### config.mk
export PLATFORM = sky130hd
export DESIGN_NAME = mem_preload_ctrl
export DESIGN_NICKNAME = d
export VERILOG_FILES = /design/src/rtl/mem_preload_pkg.sv /design/src/rtl/mem_preload_ctrl_addr_gen.sv /design/src/rtl/mem_preload_ctrl.sv
export SDC_FILE = /design/constraint.sdc
export NUM_CORES = 1
export LEC_CHECK = 0
export ABC_AREA = 1
export CAP_MARGIN = 30
export CORE_MARGIN = 1
export CORE_UTILIZATION = 50
export CTS_CLUSTER_DIAMETER = 80
export DETAILED_ROUTE_END_ITERATION = 16
export PLACE_DENSITY = 0.94
export REMOVE_ABC_BUFFERS = 1
export SYNTH_ARGS = -nofsm -noshare
export SYNTH_HDL_FRONTEND = slang
export SYNTH_SLANG_ARGS = --single-unit
### constraint.sdc
create_clock -name clk -period 3.4 [get_ports clk]
set_input_delay 0.34 -clock clk [delete_from_list [all_inputs] [get_ports clk]]
set_output_delay 0.34 -clock clk [all_outputs]
set_load 0.05 [all_outputs]
### src/rtl/mem_preload_pkg.sv
// mem_preload_pkg: shared FSM state encoding and timing constants for the RAM preload controller
package mem_preload_pkg;
    typedef enum logic [2:0] {IDLE, LOAD, DRAIN, VERIFY, DONE} state_t;
    localparam int DRAIN_CYCLES = 2;
endpackage

### src/rtl/mem_preload_ctrl_addr_gen.sv
// preload_addr_gen: latches base/length, counts words and produces the wrapped RAM address
module preload_addr_gen
    import mem_preload_pkg::*;
#(
    parameter int ADDR_W = 5,
    parameter int DEPTH  = 2 ** ADDR_W
) (
    input  logic              clk,
    input  logic              rst,
    input  logic              start,
    input  logic              restart,
    input  logic              step,
    input  logic [ADDR_W-1:0] base_in,
    input  logic [ADDR_W:0]   len_in,
    output logic [ADDR_W-1:0] addr,
    output logic              last,
    output logic              at_end
);
    logic [ADDR_W-1:0] base;
    logic [ADDR_W:0]   len;
    logic [ADDR_W:0]   count;

    assign addr   = ADDR_W'(({1'b0, base} + count) % DEPTH);
    assign last   = count == len;
    assign at_end = count + (ADDR_W+1)'(1) == len;

    // Base/length capture on start; the word counter rewinds for a second pass over the same range
    always_ff @(posedge clk or posedge rst) begin
        if (rst) begin
            base  <= '0;
            len   <= '0;
            count <= '0;
        end else if (start) begin
            base  <= base_in;
            len   <= len_in;
            count <= '0;
        end else if (restart) begin
            count <= '0;
        end else if (step) begin
            count <= count + (ADDR_W+1)'(1);
        end
    end
endmodule

### src/rtl/mem_preload_ctrl.sv
// mem_preload_ctrl: streams words into a RAM, holds the compute engine in reset until loaded; MEM_PRELOAD_VERIFY_EN adds an XOR read-back check
module mem_preload_ctrl
    import mem_preload_pkg::*;
#(
    parameter int ADDR_W = 5,
    parameter int DATA_W = 32,
    parameter int DEPTH  = 2 ** ADDR_W
) (
    input  logic              clk,
    input  logic              rst,
    input  logic              go,
    input  logic [ADDR_W-1:0] cfg_base,
    input  logic [ADDR_W:0]   cfg_len,
    input  logic              in_valid,
    input  logic [DATA_W-1:0] in_data,
    output logic              in_ready,
    output logic              wen_0,
    output logic [ADDR_W-1:0] waddr_0,
    output logic [DATA_W-1:0] wdata_0,
`ifdef MEM_PRELOAD_VERIFY_EN
    output logic [ADDR_W-1:0] raddr_0,
    output logic              ren_0,
    output logic              err,
    input  logic [DATA_W-1:0] rdata_0,
`endif
    output logic              dut_rst,
    output logic              busy,
    output logic              done
);
    state_t            state;
    logic [1:0]        drain_cnt;
    logic [ADDR_W-1:0] addr;
    logic              last;
    logic              at_end;
    logic              beat;
    logic              step;

    assign in_ready = (state == LOAD) && !last;
    assign beat     = in_valid && in_ready;
    assign busy     = state != IDLE;

`ifdef MEM_PRELOAD_VERIFY_EN
    logic [DATA_W-1:0] chk;
    logic [DATA_W-1:0] rchk;
    logic              rvalid;

    assign ren_0   = (state == VERIFY) && !last;
    assign raddr_0 = addr;
    assign step    = beat || ren_0;
`else
    assign step    = beat;
`endif

    preload_addr_gen #(.ADDR_W(ADDR_W), .DEPTH(DEPTH)) u_addr_gen (
        .clk     (clk),
        .rst     (rst),
        .start   (state == IDLE && go),
        .restart (state == DRAIN),
        .step    (step),
        .base_in (cfg_base),
        .len_in  (cfg_len),
        .addr    (addr),
        .last    (last),
        .at_end  (at_end)
    );

    // Control FSM with registered RAM write port, done pulse and downstream reset
    always_ff @(posedge clk or posedge rst) begin
        if (rst) begin
            state     <= IDLE;
            drain_cnt <= '0;
            wen_0     <= 1'b0;
            waddr_0   <= '0;
            wdata_0   <= '0;
            done      <= 1'b0;
            dut_rst   <= 1'b1;
`ifdef MEM_PRELOAD_VERIFY_EN
            chk       <= '0;
            rchk      <= '0;
            rvalid    <= 1'b0;
            err       <= 1'b0;
`endif
        end else begin
            wen_0 <= beat;
            if (beat) begin
                waddr_0 <= addr;
                wdata_0 <= in_data;
            end
            done <= state == DONE;
`ifdef MEM_PRELOAD_VERIFY_EN
            rvalid <= ren_0;
            if (beat) chk <= chk ^ in_data;
            if (rvalid) rchk <= rchk ^ rdata_0;
`endif
            case (state)
                IDLE: if (go) begin
                    dut_rst   <= 1'b1;
                    drain_cnt <= '0;
                    state     <= (cfg_len == '0) ? DONE : LOAD;
`ifdef MEM_PRELOAD_VERIFY_EN
                    chk       <= '0;
                    rchk      <= '0;
                    err       <= 1'b0;
`endif
                end
                LOAD: if (beat && at_end) state <= DRAIN;
                DRAIN: begin
                    if (drain_cnt == 2'(DRAIN_CYCLES - 1)) begin
`ifdef MEM_PRELOAD_VERIFY_EN
                        state <= VERIFY;
`else
                        state <= DONE;
`endif
                    end else begin
                        drain_cnt <= drain_cnt + 2'd1;
                    end
                end
`ifdef MEM_PRELOAD_VERIFY_EN
                VERIFY: if (last && rvalid) state <= DONE;
`endif
                DONE: begin
                    dut_rst <= 1'b0;
                    state   <= IDLE;
`ifdef MEM_PRELOAD_VERIFY_EN
                    err     <= chk != rchk;
`endif
                end
                default: state <= IDLE;
            endcase
        end
    end
endmodule

==> results of run 1 <==
[critical path: stages (launching register included)]
cell	delay, ps
dfrtp_1	470
inv_2	120
nand2_1	60
nand2_1	90
nor2_1	60
nand3_2	90
nand2_1	80
inv_1	60
clkdlybuf4s50_1	820
[stage by stage]
step / util [%] / setup slack (ps)
5_1_grt: 72.75 / 750.2
6_report: 72.75 / 870.4
3_3_place_gp: 69.41 / 1308
3_5_place_dp: 69.41 / 1268
2_1_floorplan: - / 1204
4_1_cts: 72.75 / 877.6
[flip-flops by register name, indices dropped and copies added (netlist names)]
name              count
waddr_0               5
done                  1
wen_0                 1
u_addr_gen.len        6
state                 3
drain_cnt             2
wdata_0              32
u_addr_gen.count      6
dut_rst               1
u_addr_gen.base       5
[cells in the mapped netlist]
library cell  instances  area, um^2
o21ai_1               4       20.02
nand2_1             189       709.4
nand3_2               2       20.02
dfstp_2               1       26.28
o22ai_1               2       12.51
o21ai_0              17       85.08
inv_1                31       116.4
nor2_1               13       48.80
buf_4                 1       7.510
xor2_1                4       35.03
nor4_1                1       6.260
a31oi_1               1       6.260
ha_1                  6       75.07
inv_2                 3       11.26
fa_1                  1       20.02
a21oi_1               3       15.01
xnor2_1               3       26.28
dfrtp_1              61        1526
nand3b_1              1       7.510
nand3_1              14       70.07
nor2_2                2       12.51
buf_2                 8       40.04
buf_6                 2       22.52
nor3_1                2       10.01
[kinds of logic after synthesis]
family / count (synthesis) / synth area share [%]
AOI/OAI and AO/OA: 27 / 4.739
xor gates and xnor gates: 7 / 2.092
adders and majority gates: 7 / 3.245
buffers and inverters: 45 / 6.746
DFF: 62 / 52.99
and+or+nand+nor: 224 / 30.19
[cell usage in the layout (no fill, tap or decap), drive strengths merged]
cell | synthesis | routed
clkinvlp | 0 | 1
nand2 | 189 | 189
clkbuf | 0 | 13
xnor2 | 3 | 3
nor3 | 2 | 2
o21ai | 21 | 21
a21oi | 3 | 3
nand3 | 16 | 16
a31oi | 1 | 1
buf | 11 | 5
dfstp | 1 | 1
dfrtp | 61 | 61
clkdlybuf4s50 | 0 | 88
nor4 | 1 | 1
xor2 | 4 | 4
clkinv | 0 | 2
inv | 34 | 34
fa | 1 | 1
ha | 6 | 6
nand3b | 1 | 1
nor2 | 15 | 15
o22ai | 2 | 2
[cell type report]
| cell class | count | area share [%] |
|---|---|---|
| clock inverters | 3 | 0.4320 |
| inverters | 34 | 3.147 |
| multi-input cells | 265 | 29.10 |
| repair buffers | 93 | 22.65 |
| well taps | 72 | 2.222 |
| flip-flops and latches | 62 | 38.29 |
| clock buffers | 13 | 4.165 |
[final timing paths]
| check | end | slack (ps) | depth (start not counted) |
|---|---|---|---|
| setup / recovery | in_ready | 870 | 8 |
| hold / removal | wdata_0[26] | 460 | 2 |
| setup reg to reg | drain_cnt[0] | 1440 | 7 |
| hold reg to reg | wdata_0[2] | 480 | 2 |
| max in group asynchronous | wdata_0[3] | 2210 | 3 |
| min in group clk | wdata_0[2] | 480 | 2 |
[routing by layer]
layer  vias up  global-route usage, %  share of wire, %
met5         -                      0                 0
met4         0                  13.89               3.4
met3        23                  7.558               7.3
met2       125                  43.91                50
met1      1301                  32.72                39
li1       1330                      -                 -
[power by group]
| part | switching (uW) | internal (uW) | leakage (uW) |
|---|---|---|---|
| sequential | 226 | 1070 | 0.000771 |
| clock | 275 | 322 | 0.0000954 |
| combinational | 1730 | 824 | 0.00118 |
| total | 2230 | 2210 | 0.00205 |
==> flow_summary.json, run 1 <==
{
  "outcome": "complete, no violations",
  "vias": 2779,
  "final.hold.worst_slack_ps": 461.5,
  "setup.worst_path.end_class": "primary output",
  "grt_pass1_vias": 2707,
  "grt_first_pass_wirelength_mm": 12.56,
  "worstSkewPairLatency_ps": 340,
  "drt-pass1-iter-count": 5,
  "finalCriticalPeriod_ps": 2530,
  "multi_input_comb_area_um2": 1180,
  "relative_max_transition_margin_pct": 49.15,
  "p_leak_uw": 0.002050,
  "core_area_um2": 5574,
  "placed_cell_area_um2": 3869,
  "ctsResizeCount": 0,
  "dpl.cell_count": 526,
  "timing.final.crit_share_pct": 74.40,
  "critPathArrivalTime_ps": 2190,
  "tritoncts": "built",
  "grt.overflow.total": 0,
  "worst-slew-pin-transition_ps": 761.7,
  "number_of_different_library_cells_in_the_post_synthesis_netlist": 24,
  "floorplan.initialDensity_pct": 52.57,
  "totalPowerFinal_uw": 4446,
  "dieArea_um2": 6171,
  "power.density_cell_area_nw_per_um2": 1096,
  "cts_inserted_buffers": 9,
  "cts_max_level": 3,
  "ys_seq_area_share_pct": 52.99,
  "n_fill_cell": 387,
  "post_route_cells_drive_above_1_share_pct": 6.170,
  "post-dp-hpwl_mm": 5.492,
  "clk_pin_slew_ps": 70,
  "synth_warnings": 0,
  "hold_violations": 0,
  "startpoint_type": "flip-flop",
  "finClkSkew_ps": 5.813,
  "synth.ff_latch_count": 62,
  "required_ps": 3060,
  "critical_path.reg2reg.startpoint": "state[2]",
  "antenna_found_initial": 0,
  "finalSetupTns_ps": 0,
  "tritoncts_num_sinks": 62,
  "port_buffers": 88,
  "post_synth_instance_area_um2": 2930,
  "weighted_congestion_reported_at_the_end_of_routability_driven_placement": 0.9080,
  "routed_via_density": 5.127,
  "setup_repair_after_global_routing_missed_its_margin": "false",
  "criticalPathCategory": "reg -> out",
  "postCtsHoldBufs": 0,
  "std_cell_rows": 27,
  "detail_route.wl_per_cell_um": 14.54,
  "remaining_design_rule_violation_count": 0,
  "drtIter0Drc": 171,
  "postCtsSetupBuffers": 0,
  "antenna-diode-count": 0,
  "floorplan.die.height_um": 78.56,
  "clock-root-buffer": "clkbuf_8",
  "final_net_count": 519,
  "final_instance_count_without_filler_cells": 542,
  "clockBufferDepth": 2,
  "areaGrowthSynthToFinish_pct": 38.39,
  "critical_path.startpoint": "u_addr_gen.count[4]",
  "route.final.wire_length_mm": 7.881,
  "worstHoldPathType": "in -> async",
  "pin_count_of_the_biggest_net_entering_global_routing": 44,
  "synthesis.area_per_instance_um2": 7.877,
  "max_freq_ghz": 0.3953,
  "sequential_cell_area_um2": 1553,
  "final_design_instance_area_without_fill_um2": 4055,
  "grt_use_total_pct": 27.04,
  "maximum_capacitance_violations": 0,
  "die_width_um": 78.56,
  "ir_drop_worst_vdd_uv": 600.5,
  "maxSlewViolCount": 0,
  "largest_fanout_on_the_critical_path": 7,
  "route.antenna.remaining_nets": 0,
  "timing.final.setup_violations": 0,
  "design.portCount": 89,
  "post_synth_inst_count": 372
}
Power figures use the tool's default switching activity.
==> inputs of run 2 (changes only) <==
CORE_UTILIZATION = 47   (was 50)
PLACE_DENSITY = 0.9   (was 0.94)
clock period = 2.4 ns   (was 3.4 ns; I/O delays follow)
==> run 2 against run 1 <==
  * Clock power is 89% higher
  * Core utilization is 3.2 points lower
  * Hold slack worse by 220 ps
  * Die area is 6.2% higher
  * Critical path depth is 5 lower
  * Global-route usage is 3.2 points lower
  * Sequential share of layout area is 0.81 points lower
  * Setup slack worse by 500 ps
  * Sequential power is 41% higher
  * Combinational power is 42% higher
  * Largest power group unchanged
  * Highest routed layer unchanged
==> flow_summary.json, run 2 (synthesized netlist as in run 1, its figures left out) <==
{
  "outcome": "complete, no violations",
  "design.portCount": 89,
  "cp.buffers_inverters": 1,
  "largest_fanout_on_the_critical_path": 6,
  "timing.final.crit_share_pct": 84.37,
  "die_width_um": 80.96,
  "weighted_congestion_reported_at_the_end_of_routability_driven_placement": 0.9578,
  "cpLargestDelayFamily": "buffers and inverters",
  "core_area_um2": 5956,
  "post_route_cells_drive_above_1_share_pct": 6.369,
  "criticalPathCategory": "reg -> out",
  "final_net_count": 520,
  "critical-path-slowest-cell": "clkdlybuf4s50_1",
  "cts_max_level": 3,
  "antenna-diode-count": 0,
  "postCtsSetupBuffers": 0,
  "hold_violations": 0,
  "finalWorstSetupSlack_ps": 375.1,
  "worstSkewPairLatency_ps": 340,
  "power.density_cell_area_nw_per_um2": 1581,
  "largest_reg_flops": 32,
  "grt_first_pass_wirelength_mm": 11.81,
  "detail_route.wl_per_cell_um": 12.93,
  "worst-slew-pin-transition_ps": 530.0,
  "critical_path.reg2reg.startpoint": "u_addr_gen.count[3]",
  "grt_use_total_pct": 23.87,
  "maximum_capacitance_violations": 0,
  "startpoint_type": "flip-flop",
  "clk_pin_slew_ps": 70,
  "largestRegisters": "wdata_0: 32 flops, u_addr_gen.count: 6 flops, u_addr_gen.len: 6 flops",
  "timing.final.setup_violations": 0,
  "timing.reg2reg.worst_path_depth": 11,
  "drt-pass1-iter-count": 5,
  "setup.worst_path.end_class": "primary output",
  "worstHoldPathType": "in -> async",
  "timing.critical_path.cells": "nor2_2 -> nand2_1 -> clkdlybuf4s50_1",
  "ir_drop_worst_vdd_uv": 938.4,
  "finalCriticalPeriod_ps": 2025,
  "reg2reg_setup_slack_ps": 630,
  "setup_repair_after_global_routing_missed_its_margin": "false",
  "floorplan.die.height_um": 80.96,
  "final_common_cell": "nand2_1",
  "postCtsHoldBufs": 0,
  "pre_cts_ws_ps": 417.7,
  "dieArea_um2": 6555,
  "required_ps": 2160,
  "routed_via_density": 4.892,
  "worst_r2r_endpoint": "wdata_0[30]",
  "critPathArrivalTime_ps": 1780,
  "critical_path.startpoint": "state[2]",
  "maxSlewViolCount": 0,
  "floorplan.initialDensity_pct": 49.20,
  "tritoncts": "built",
  "multi_input_comb_area_um2": 1180,
  "post-dp-hpwl_mm": 5.127,
  "remaining_design_rule_violation_count": 0,
  "regMostFlops": "wdata_0",
  "route.final.wire_length_mm": 7.060,
  "ctsResizeCount": 0,
  "finalSetupTns_ps": 0,
  "grt_pass1_vias": 2702,
  "clockBufferDepth": 2,
  "tritoncts_num_sinks": 62,
  "cts_inserted_buffers": 9,
  "drtIter0Drc": 190,
  "clock-root-buffer": "clkbuf_8",
  "route.antenna.remaining_nets": 0,
  "max_freq_ghz": 0.4938,
  "pin_count_of_the_biggest_net_entering_global_routing": 40,
  "relative_max_transition_margin_pct": 64.34,
  "layout.cells.most_common_list": "189 x nand2_1, 87 x clkdlybuf4s50_1, 61 x dfrtp_1",
  "grt.overflow.total": 0,
  "areaGrowthSynthToFinish_pct": 41.37,
  "finClkSkew_ps": 8.841,
  "antenna_found_initial": 0,
  "n_fill_cell": 474,
  "vias": 2671,
  "sequential_cell_area_um2": 1553,
  "p_leak_uw": 0.002087,
  "critical-path-max-stage-delay_ps": 720,
  "port_buffers": 88,
  "std_cell_rows": 28
}
-- run 2: cell count changes in the layout (fill, tap and decap cells not counted), sizes merged --
cell,previous run,this run
buf,5,6
bufinv,0,3
clkbuf,13,11
clkdlybuf4s50,88,87
clkinv,2,1
dlymetal6s2s,0,1
-- run 2: worst max path at each step --
stage | to | slack [ps] | depth (start not counted)
after floorplan | drain_cnt[0] | 200 | 7
after global placement | in_ready | 440 | 8
after detailed placement | in_ready | 420 | 8
after CTS | in_ready | 40 | 8
after global routing | busy | 260 | 3
final | busy | 380 | 3
-- run 2: cell type report --
class,instances,share of cell area [%]
Sequential cell,62,37.48
Multi-Input combinational cell,265,28.48
Clock inverter,5,2.567
Clock buffer,11,3.413
Tap cell,75,2.265
Inverter,34,3.081
Timing Repair Buffer,94,22.71
-- run 2: worst reg2reg max path, delay by kind of cell (launching register included) --
kind	cells	cell delay, ps
buf+inv	3	510
flops	1	510
simple gates	8	650
-- run 2: layer usage --
layer | share of wire [%] | vias up | track usage, %
met2 | 49 | 104 | 40.59
li1 | - | 1332 | -
met1 | 42 | 1225 | 28.81
met4 | 1.5 | 0 | 9.821
met3 | 6.6 | 10 | 5.955
met5 | 0 | - | 0
-- run 2: per-stage QoR --
stage	std cells	hold slack [ps]	instance area (um^2)	power [uW]	util, %
6_report	546	242.5	4143	6551	69.56
5_1_grt	546	275.6	4143	6986	69.56
4_1_cts	546	256.2	4140	6588	69.52
3_5_place_dp	530	464.9	3892	5418	65.36
3_3_place_gp	530	460.5	3892	5317	65.36
2_1_floorplan	361	349.6	2860	4212	-
-- run 2: power breakdown --
group          switching [uW]  leakage [uW]  internal [uW]
sequential                304      0.000771           1510
combinational            2420       0.00120           1190
clock                     407      0.000120            720
total                    3130       0.00209           3420
